===== src/rtl/shift_reg_frame_if.sv =====
// shift_reg_frame_if
// Bundles the control, data and status signals of shift_reg_frame.
// The master side (the datapath or a testbench) drives the controls and the
// serial/parallel inputs. The slave side (the shifter) returns the live chain,
// the serial output, the snapshotted frame and the status flags.
//   clr        : synchronous clear of chain, counter and flags
//   shift_en   : one shift step this cycle
//   din        : LANES serial input bits, bit 0 earliest
//   load       : parallel load of load_data
//   load_data  : NDATA-bit parallel load value
//   dout       : live chain contents
//   sout       : LANES serial output bits
//   frame_q    : last completed frame
//   frame_valid: one-cycle pulse after frame_q updates
//   step_cnt   : shift steps completed in the current frame
//   overrun    : sticky frame-loss flag
interface shift_reg_frame_if #(
    parameter int NDATA = 128,
    parameter int LANES = 1
);
    localparam int NSTEP = NDATA / LANES;
    localparam int NCNT  = (NSTEP > 1) ? $clog2(NSTEP) : 1;

    logic             clr;
    logic             shift_en;
    logic [LANES-1:0] din;
    logic             load;
    logic [NDATA-1:0] load_data;
    logic [NDATA-1:0] dout;
    logic [LANES-1:0] sout;
    logic [NDATA-1:0] frame_q;
    logic             frame_valid;
    logic [NCNT-1:0]  step_cnt;
    logic             overrun;

    modport master (
        output clr, shift_en, din, load, load_data,
        input  dout, sout, frame_q, frame_valid, step_cnt, overrun
    );

    modport slave (
        input  clr, shift_en, din, load, load_data,
        output dout, sout, frame_q, frame_valid, step_cnt, overrun
    );
endinterface


===== src/rtl/shift_reg_frame.sv =====
// shift_reg_frame
// Multi-lane SIPO/PISO shift register with frame counting. Every NDATA/LANES
// shift steps the completed word is copied into frame_q and frame_valid
// pulses for one cycle, so the chain keeps shifting without losing a frame.
// Ports:
//   clk : rising-edge clock
//   rst : asynchronous, active-low reset
//   bus : shift_reg_frame_if.slave (controls, serial/parallel data, status)
module shift_reg_frame #(
    parameter int NDATA     = 128,
    parameter int LANES     = 1,
    parameter int MSB_FIRST = 1
) (
    input  logic               clk,
    input  logic               rst,
    shift_reg_frame_if.slave   bus
);
    localparam int NSTEP = NDATA / LANES;
    localparam int NCNT  = (NSTEP > 1) ? $clog2(NSTEP) : 1;
    localparam logic [NCNT-1:0] LAST_STEP = NCNT'(NSTEP - 1);

    logic [NDATA-1:0] chain;
    logic [NDATA-1:0] shifted;
    logic [NDATA-1:0] frame_reg;
    logic [NCNT-1:0]  cnt;
    logic             fv;
    logic             ovr;

    // Next chain value for a shift step; the new lanes enter at the end
    // opposite to the serial output.
    generate
        if (NDATA == LANES) begin : g_whole
            assign shifted = bus.din;
            assign bus.sout = chain;
        end else if (MSB_FIRST != 0) begin : g_msb
            assign shifted  = {chain[NDATA-LANES-1:0], bus.din};
            assign bus.sout = chain[NDATA-1 -: LANES];
        end else begin : g_lsb
            assign shifted  = {bus.din, chain[NDATA-1:LANES]};
            assign bus.sout = chain[LANES-1:0];
        end
    endgenerate

    // clr > load > shift_en > hold. frame_valid is a pulse, so it drops on
    // every cycle that does not complete a frame.
    always_ff @(posedge clk or negedge rst) begin
        if (!rst) begin
            chain     <= '0;
            frame_reg <= '0;
            cnt       <= '0;
            fv        <= 1'b0;
            ovr       <= 1'b0;
        end else if (bus.clr) begin
            chain <= '0;
            cnt   <= '0;
            fv    <= 1'b0;
            ovr   <= 1'b0;
        end else if (bus.load) begin
            chain <= bus.load_data;
            cnt   <= '0;
            fv    <= 1'b0;
            // a partially shifted frame is being thrown away
            if (cnt != '0) begin
                ovr <= 1'b1;
            end
        end else if (bus.shift_en) begin
            chain <= shifted;
            if (cnt == LAST_STEP) begin
                cnt       <= '0;
                frame_reg <= shifted;
                fv        <= 1'b1;
                // previous frame still being presented: only possible when
                // every shift is a whole frame
                if (fv) begin
                    ovr <= 1'b1;
                end
            end else begin
                cnt <= cnt + NCNT'(1);
                fv  <= 1'b0;
            end
        end else begin
            fv <= 1'b0;
        end
    end

    assign bus.dout        = chain;
    assign bus.frame_q     = frame_reg;
    assign bus.frame_valid = fv;
    assign bus.step_cnt    = cnt;
    assign bus.overrun     = ovr;
endmodule


===== src/flat_wrapper.sv =====
// flat-port wrapper written by rule: the top's interface ports become plain ports
module shift_reg_frame_flat 
#(
    parameter int NDATA     = 128,
    parameter int LANES     = 1,
    parameter int MSB_FIRST = 1
)
  (clk, rst, bus_clr, bus_shift_en, bus_din, bus_load, bus_load_data, bus_dout, bus_sout, bus_frame_q, bus_frame_valid, bus_step_cnt, bus_overrun);
  shift_reg_frame_if #(.NDATA(NDATA), .LANES(LANES)) bus_i ();
  input  logic clk;
  input  logic rst;
  input wire logic [$bits(bus_i.clr)-1:0] bus_clr;
  input wire logic [$bits(bus_i.shift_en)-1:0] bus_shift_en;
  input wire logic [$bits(bus_i.din)-1:0] bus_din;
  input wire logic [$bits(bus_i.load)-1:0] bus_load;
  input wire logic [$bits(bus_i.load_data)-1:0] bus_load_data;
  output wire logic [$bits(bus_i.dout)-1:0] bus_dout;
  output wire logic [$bits(bus_i.sout)-1:0] bus_sout;
  output wire logic [$bits(bus_i.frame_q)-1:0] bus_frame_q;
  output wire logic [$bits(bus_i.frame_valid)-1:0] bus_frame_valid;
  output wire logic [$bits(bus_i.step_cnt)-1:0] bus_step_cnt;
  output wire logic [$bits(bus_i.overrun)-1:0] bus_overrun;
  assign bus_i.clr = bus_clr;
  assign bus_i.shift_en = bus_shift_en;
  assign bus_i.din = bus_din;
  assign bus_i.load = bus_load;
  assign bus_i.load_data = bus_load_data;
  assign bus_dout = bus_i.dout;
  assign bus_sout = bus_i.sout;
  assign bus_frame_q = bus_i.frame_q;
  assign bus_frame_valid = bus_i.frame_valid;
  assign bus_step_cnt = bus_i.step_cnt;
  assign bus_overrun = bus_i.overrun;
  shift_reg_frame #(.NDATA(NDATA), .LANES(LANES), .MSB_FIRST(MSB_FIRST)) u_core (.clk(clk), .rst(rst), .bus(bus_i));
endmodule

===== config.mk =====
export PLATFORM = sky130hd
export DESIGN_NAME = shift_reg_frame_flat
export DESIGN_NICKNAME = d
export VERILOG_FILES = /design/src/rtl/shift_reg_frame_if.sv /design/src/rtl/shift_reg_frame.sv /design/src/flat_wrapper.sv
export SDC_FILE = /design/constraint.sdc
export NUM_CORES = 1
export LEC_CHECK = 0
export ABC_AREA = 1
export BUFFER_PORTS_ARGS = -buffer_cell sky130_fd_sc_hd__buf_2
export CAP_MARGIN = 25
export CORE_MARGIN = 3
export CORE_UTILIZATION = 35
export CTS_BUF_LIST = sky130_fd_sc_hd__clkbuf_4 sky130_fd_sc_hd__clkbuf_8 sky130_fd_sc_hd__clkbuf_16
export DETAILED_ROUTE_END_ITERATION = 12
export HOLD_SLACK_MARGIN = 0.08
export PLACE_DENSITY = 0.68
export SYNTH_ARGS = -nofsm -noshare
export SYNTH_HDL_FRONTEND = slang
export SYNTH_SLANG_ARGS = --single-unit

===== constraint.sdc =====
create_clock -name clk -period 3 [get_ports clk]
set_clock_uncertainty 0.15 [all_clocks]
set_input_delay 0.9 -clock clk [delete_from_list [all_inputs] [get_ports clk]]
set_output_delay 0.9 -clock clk [all_outputs]
set_load 0.005 [all_outputs]

==> metrics <==
status=completed; FF-to-FF Start=u_core.bus.step_cnt[0]; pin count of the biggest net entering global routing=95; iteration count of the initial detailed-routing pass=5; global-route wire length before repair=50400 µm; DRT antenna net count=0; Worst setup SP type=flip-flop; GR Util All Layers=18.2%; max-slew violation count=0; FP Rows=64; Iteration-0 DRC Markers=569; hpwl dp=23300 µm; vias in the first global route=9121; final setup vio count=0; class of the worst hold path=in2async; mapped cell area=0.0111 mm²; CP Cell Sequence=buf_2; EDFF count, synth=0; CTS H-tree lvls=1; final RePlAce weighted congestion=0.824; Synth Warn #=0; commonest cells after routing, fill and taps aside=398 x buf_2, 265 x dfrtp_1, 255 x nand2_1, 139 x inv_1, 127 x o21ai_2; final worst path period need=2.22 ns; commonest non-fill, non-tap cell in the layout=buf_2; crit path kind=reg2out; PwrDens=570 mW/mm²; CP arrival=1.17 ns; gr ovfl total=0; layout cell share with drive strength beyond 1=42.4%; Root Driver=clkbuf_16; Vias/cell=4.93; Syn Area/Cell=10.7 µm²; Logic pwr share=9.9%; number of hold buffers added after CTS=0; Clock Power Share=43.2%; NumNets Final=1564; Setup Buffers After CTS=0; CP top delay family=flip-flops; I/O pins=400; sequential area share after synthesis=59.6%; CTS Buf Count=30; final hold violations=0; Initial Utilization=35.9%; Port Buf Inserts=399; syn nets=1177; Crit Path Max Fanout=6; clk_lat worst skew=0.55 ns; flops & latches, synth=265; clk buf depth=3; Synth Instances=1041; DRC violations left=0; Sw Share=24.8%; clk slew on worst S/H paths=0.06 ns; Die ar.=0.0340 mm²; WP data required=1.95 ns; Reg power frac=46.9%; Post-synth ARST share=100%; area grow syn2layout=29.5%; maximum vdd ir drop=0.361 mV; largest stage delay on the critical path=0.45 ns; core region area=0.0310 mm²; post-route setup TNS=0 ns; drt wl/cell=17.4 µm; relative slew slack=57.1%; Distinct cells, synth=24; worst path bufs/invs=1; Total Wirelength=32300 µm; slowest stage cell, crit path=dfrtp_1; total of max-cap violations=0; Die H=184 µm; CTS Sinks=265; worst slew pin tran=0.644 ns; vias=9107; antenna violations before repair=4; CTS tree=yes; sw power=2.03 mW; fmax=451 MHz; Crit. End Element=output port; period utilization=73.9%; total power=8.21 mW; internal power=6.18 mW; Main synth FF type=dfrtp_1; worst setup path startpoint=u_core.bus.step_cnt[5]; RSZ-0062 raised after global routing=no; P_leak=7.47 nW; die width=184 µm; PostCTS Resize Cnt=0
## per-stage QoR
stage               instance area (µm²)  hold slack [ns]  worst slack, ns  util, %  std cells
floorplan                         11100            0.314             1.01        -       1041
global placement                  13400            0.301            0.434     43.4       1792
detailed placement                13400            0.310            0.386     43.4       1792
CTS                               14400            0.199            0.751     46.5       1846
global route                      14400            0.229            0.700     46.5       1849
finish                            14400            0.197            0.782     46.5       1849
## power groups by stage
stage          registers, mW  clock network [mW]  logic (mW)
3_5_place_dp            3.91                   0       0.826
3_3_place_gp            3.91                   0       0.811
4_1_cts                 3.85                3.64       0.828
2_1_floorplan           3.92                   0       0.330
5_1_grt                 3.87                3.82       0.906
6_report                3.85                3.55       0.809
## final timing paths
path                            depth (start not counted)                endpoint  slack (ns)
worst min-delay path                                    1  u_core.bus.frame_q[17]        0.20
min in group clk                                        2      u_core.bus.overrun        0.32
worst min register to register                          2      u_core.bus.overrun        0.32
max in group asynchronous                               2     u_core.bus.dout[61]        1.83
worst max-delay path                                    1         bus_step_cnt[5]        0.78
worst max register to register                          9   u_core.bus.frame_q[4]        0.91
## layer usage
layer	share of wire, %	global-route usage, %	up-vias
li1	-	-	4282
met1	41	23.8	4406
met2	48	29.5	342
met3	7.2	4.18	75
met4	3.8	6.99	2
met5	0.022	0	-
## state kept, by name, indices dropped and copies added, names as in the netlist
name / flops
u_core.bus.overrun: 1
u_core.bus.frame_q: 128
u_core.bus.step_cnt: 7
u_core.bus.dout: 128
u_core.bus.frame_valid: 1
## cells by family after synthesis
group                      synth area share, %
and+or+nand+nor                           9.78
xor gates and xnor gates                0.0787
DFF                                       59.6
buffers and inverters                     9.40
AOI/OAI and AO/OA                         21.0
adders and majority gates                0.225
## cell usage after synthesis, types with 2 or more instances
cell        n  area [µm²]
o21ai_0    23         115
nand3_1     4        20.0
a21oi_1     3        15.0
clkbuf_1   14        52.6
nor2_1     11        41.3
buf_2      26         130
a22oi_1    20         150
buf_6      29         327
inv_1     139         522
o21ai_2   127        1110
o221ai_1  106         928
nand2_1   257         965
dfrtp_1   265        6630
ha_1        2        25.0
nand2_2     2        12.5
nor3_1      4        20.0
nor2_4      2        22.5
## area by class of cell
cell class                 count  area (µm²)
fill                        2910       16600
sequential                   265        6630
multi-input combinational    565        3480
timing repair buffer         426        2300
clock buffer                  44         917
inverter                     140         533
tap                          396         495
clock inverter                10        58.8
antenna                        3        7.51
Power figures use the tool's default switching activity.
